`config.mk`:
```
export PLATFORM = sky130hd
export DESIGN_NAME = wb_regfile
export DESIGN_NICKNAME = d
export VERILOG_FILES = /design/src/rtl/wb_regfile.sv
export SDC_FILE = /design/constraint.sdc
export NUM_CORES = 1
export LEC_CHECK = 0
export CELL_PAD_IN_SITES_DETAIL_PLACEMENT = 1
export CELL_PAD_IN_SITES_GLOBAL_PLACEMENT = 1
export CORE_MARGIN = 10
export CORE_UTILIZATION = 44
export CTS_BUF_LIST = sky130_fd_sc_hd__clkbuf_8
export CTS_CLUSTER_SIZE = 40
export DETAILED_ROUTE_END_ITERATION = 10
export PLACE_DENSITY = 0.9
export SYNTH_ARGS = -nofsm -noshare
export SYNTH_HDL_FRONTEND = slang
export SYNTH_SLANG_ARGS = --single-unit
```
`constraint.sdc`:
```
create_clock -name clock -period 2.95 [get_ports clock]
set_clock_uncertainty 0.05 [all_clocks]
set_input_delay 0.59 -clock clock [delete_from_list [all_inputs] [get_ports clock]]
set_output_delay 0.59 -clock clock [all_outputs]
set_load 0.05 [all_outputs]
```
`src/rtl/wb_regfile.sv`:
```
// Write-back source select, 8x16 architectural register file, forwarding tap and retired counter.
// Optional same-cycle write-through on the read ports when WB_BYPASS_EN is defined.
module wb_regfile (
   input  logic        clock,
   input  logic        reset,
   input  logic        valid_in,
   input  logic [2:0]  wb_ctrl_in,
   input  logic [2:0]  dest_in,
   input  logic [15:0] alu_in,
   input  logic [15:0] mem_data_in,
   input  logic [15:0] zero_pad_in,
   input  logic [15:0] pc_plus1_in,
   input  logic [2:0]  rd_addr_a,
   input  logic [2:0]  rd_addr_b,
   output logic [15:0] rd_data_a,
   output logic [15:0] rd_data_b,
   output logic        fwd_en,
   output logic [2:0]  fwd_dest,
   output logic [15:0] fwd_data,
   output logic [15:0] retired_count
);

   logic [15:0] regs [8];
   logic [15:0] wb_data;

   always_comb begin
      wb_data = alu_in;
      case (wb_ctrl_in[1:0])
         2'b00:   wb_data = alu_in;
         2'b01:   wb_data = mem_data_in;
         2'b10:   wb_data = zero_pad_in;
         default: wb_data = pc_plus1_in;
      endcase
   end

   assign fwd_en   = valid_in & wb_ctrl_in[2];
   assign fwd_dest = dest_in;
   assign fwd_data = wb_data;

   // Reset wins over any coincident write or count.
   always_ff @(posedge clock) begin
      if (!reset) begin
         for (int i = 0; i < 8; i++) regs[i] <= 16'h0000;
         retired_count <= 16'h0000;
      end else begin
         if (fwd_en) regs[dest_in] <= wb_data;
         if (valid_in) retired_count <= retired_count + 16'd1;
      end
   end

`ifdef WB_BYPASS_EN
   assign rd_data_a = (fwd_en && (rd_addr_a == dest_in)) ? wb_data : regs[rd_addr_a];
   assign rd_data_b = (fwd_en && (rd_addr_b == dest_in)) ? wb_data : regs[rd_addr_b];
`else
   assign rd_data_a = regs[rd_addr_a];
   assign rd_data_b = regs[rd_addr_b];
`endif

endmodule
```
==> flow_metrics.tcl <==
set metrics [dict create \
    status "finished, final reports clean" \
    fillCellCount 1693 \
    cts_tree "built" \
    total_power_mw 5.02 \
    worst_pin_slew_ns 0.554 \
    drtIter0Drc 607 \
    setup_tns_ns 0 \
    stdcell_count 956 \
    clk_latency_ns 0.46 \
    ys_seq_elements 144 \
    die_x_um 154 \
    synth_area_leaders "edfxtp_1 (49%), mux4_2 (15%), mux2_2 (6.8%)" \
    drive_above_1_share_pct 32.4 \
    die_area_mm2 0.0237 \
    start_util_pct 45.3 \
    core_mm2 0.0175 \
    grt_pass1_vias 6395 \
    multi_input_area_mm2 0.00336 \
    port_buffers 146 \
    ctsHoldBuffers 0 \
    synth_top_area_cell "edfxtp_1" \
    met2_usage_pct 35.7 \
    clkSinkCount 144 \
    synth_area_mm2 0.00791 \
    drtAntennaViolNets 0 \
    path_clk_slew_ns 0.08 \
    leakagePower_nw 3.75 \
    worstHoldPathCells 2 \
    cp.required_ns 2.31 \
    crit_path_end_kind "output port" \
    gr-max-usage-layer "met2" \
    cts_root_buf "clkbuf_8" \
    antenna_found_initial 0 \
    fin_crit_ns 2.84 \
    regArea_mm2 0.00416 \
    synthDistinctLibCells 35 \
    dpl.cell_count 924 \
    slowest_stage "clkdlybuf4s50_1" \
    worstSetupPathType "in -> out" \
    syn2layout_area_growth_pct 27.7 \
    hold_class "reg -> reg" \
    drv_cap 0 \
    synth.avg_cell_area_um2 14.0 \
    peakVddDrop_mv 0.304 \
    slew_headroom_pct 62.9 \
    setup_viol_count_final 0 \
    viasPerCell 5.94 \
    cp_num_buf_inv 3 \
    synth_top_area_share_pct 48.6 \
    die_h_um 154 \
    path_delay_family "buffers and inverters" \
    finalCritPeriodShare_pct 96.2 \
    grtUsageMet3_pct 6.36 \
    ys_seq_area_share_pct 52.6 \
    cp.depth 5 \
    yosys_warnings 0 \
    grt_pass1_wl_um 38000 \
    clock_path_buffers 2 \
    wl_per_cell_um 26.1 \
    ff2ff_path_depth 3 \
    dr.pass1.iters 5 \
    wirelength_um 25000 \
    rsz0062_at_grt "false" \
    layout_common_cells "edfxtp_1 (128), nor2_1 (124), clkdlybuf4s50_1 (91), buf_4 (62), mux4_2 (54)" \
    finalNetCount 798 \
    arrival_ns 2.20 \
    hpwl_um 17600 \
    path_cells "clkdlybuf4s50_1 > buf_12 > mux4_2 > mux2_2 > buf_4" \
    syn-num-nets 647 \
    post_cts_buffers 0 \
    num_rows 48 \
    grt_use_total_pct 21.1 \
    cts_resized 0 \
    gr-usage-met1_pct 25.1 \
    vias 5679 \
    hold_viol_final 0 \
    mostFrequentLayoutCell "edfxtp_1" \
    p_per_area_mw_per_mm2 496 \
    post-route-drc-count 0 \
    worstSetupStartpointType "input port" \
    fmax_ghz 0.352 \
    maxSlewViolCount 0 \
    ios 147 \
    grt_max_degree 33 \
    cts_made_buffers 17 \
    grt-ovfl-total 0 \
    cp_max_fo 32 \
    syn_inst 567 \
    htree_levels 4 \
    place.gp.congestion 0.824 \
    max_stage_delay_ns 0.51 \
    antennaDiodeCount 0 \
]
==> worst register-to-register path, delay by kind of cell (launching register included) <==
family / cells / cell delay [ns]
and+or+nand+nor: 2 / 1.16
DFF: 1 / 0.47
AOI/OAI and AO/OA: 1 / 0.18
==> layer usage <==
| layer | part of all wire (%) | up-vias | wire [um] |
|---|---|---|---|
| met5 | 0 | - | 0 |
| met4 | 2.1 | 0 | 517 |
| met3 | 9.6 | 37 | 2400 |
| met2 | 50 | 321 | 12600 |
| met1 | 38 | 2878 | 9480 |
| li1 | - | 2443 | - |
==> cells in the mapped netlist, drive strengths merged <==
cell / number
nor2: 133
edfxtp: 128
mux4: 64
mux2: 48
buf: 38
mux2i: 36
inv: 18
nand2: 17
dfxtp: 16
clkbuf: 11
a21oi: 7
nand4: 7
or3: 7
nand3: 6
or4: 6
nand2b: 4
nor4: 4
o31ai: 4
o21ai: 3
xor2: 3
or2: 2
and2: 1
ha: 1
o21a: 1
o31a: 1
xnor2: 1
==> sequential cells by signal, summed over array words and instances (netlist names) <==
| register | cells |
|---|---|
| regs | 128 |
| retired_count | 16 |
==> final cells by class <==
cell class                 instances  area share [%]
sequential                       144            41.2
multi-input combinational        356            33.2
timing repair buffer             181            18.7
tap                              225            2.79
clock buffer                      18            2.45
clock inverter                    14           0.953
inverter                          18           0.668
==> logic make-up (layout without fill, tap and decap cells) <==
family	count (synthesis)	count (layout)	share of synthesized area [%]
compound gates	16	16	1.22
xor+xnor	4	4	0.443
fa+ha+maj	1	1	0.158
buf+inv	67	231	4.93
flops	144	144	52.6
mux	148	148	30.1
simple gates	187	187	10.6
==> power breakdown <==
| group | internal, mW | switching (mW) | total, mW | leakage (nW) |
|---|---|---|---|---|
| sequential | 2.32 | 0.0683 | 2.39 | 1.35 |
| combinational | 0.549 | 0.708 | 1.26 | 2.24 |
| clock | 0.594 | 0.771 | 1.37 | 0.162 |
==> worst paths after layout <==
check                                 startpoint                        endpoint  slack [ns]
hold / removal    retired_count[15]$_SDFFE_PN0P_  retired_count[15]$_SDFFE_PN0P_        0.46
setup reg to reg   retired_count[3]$_SDFFE_PN0P_   retired_count[9]$_SDFFE_PN0P_        1.02
setup / recovery                    rd_addr_b[1]                   rd_data_b[13]        0.11
hold reg to reg   retired_count[15]$_SDFFE_PN0P_  retired_count[15]$_SDFFE_PN0P_        0.46
==> stage by stage <==
stage	instance area (um2)	setup slack [ns]	hold slack [ns]	util [%]
2_1_floorplan	7910	0.482	0.625	-
3_3_place_gp	9760	0.148	0.408	55.9
3_5_place_dp	9760	0.123	0.446	55.9
4_1_cts	10100	0.116	0.459	57.8
5_1_grt	10100	0.0770	0.474	57.8
6_report	10100	0.112	0.456	57.8
Note: power is estimated with default switching activity, not from simulation.
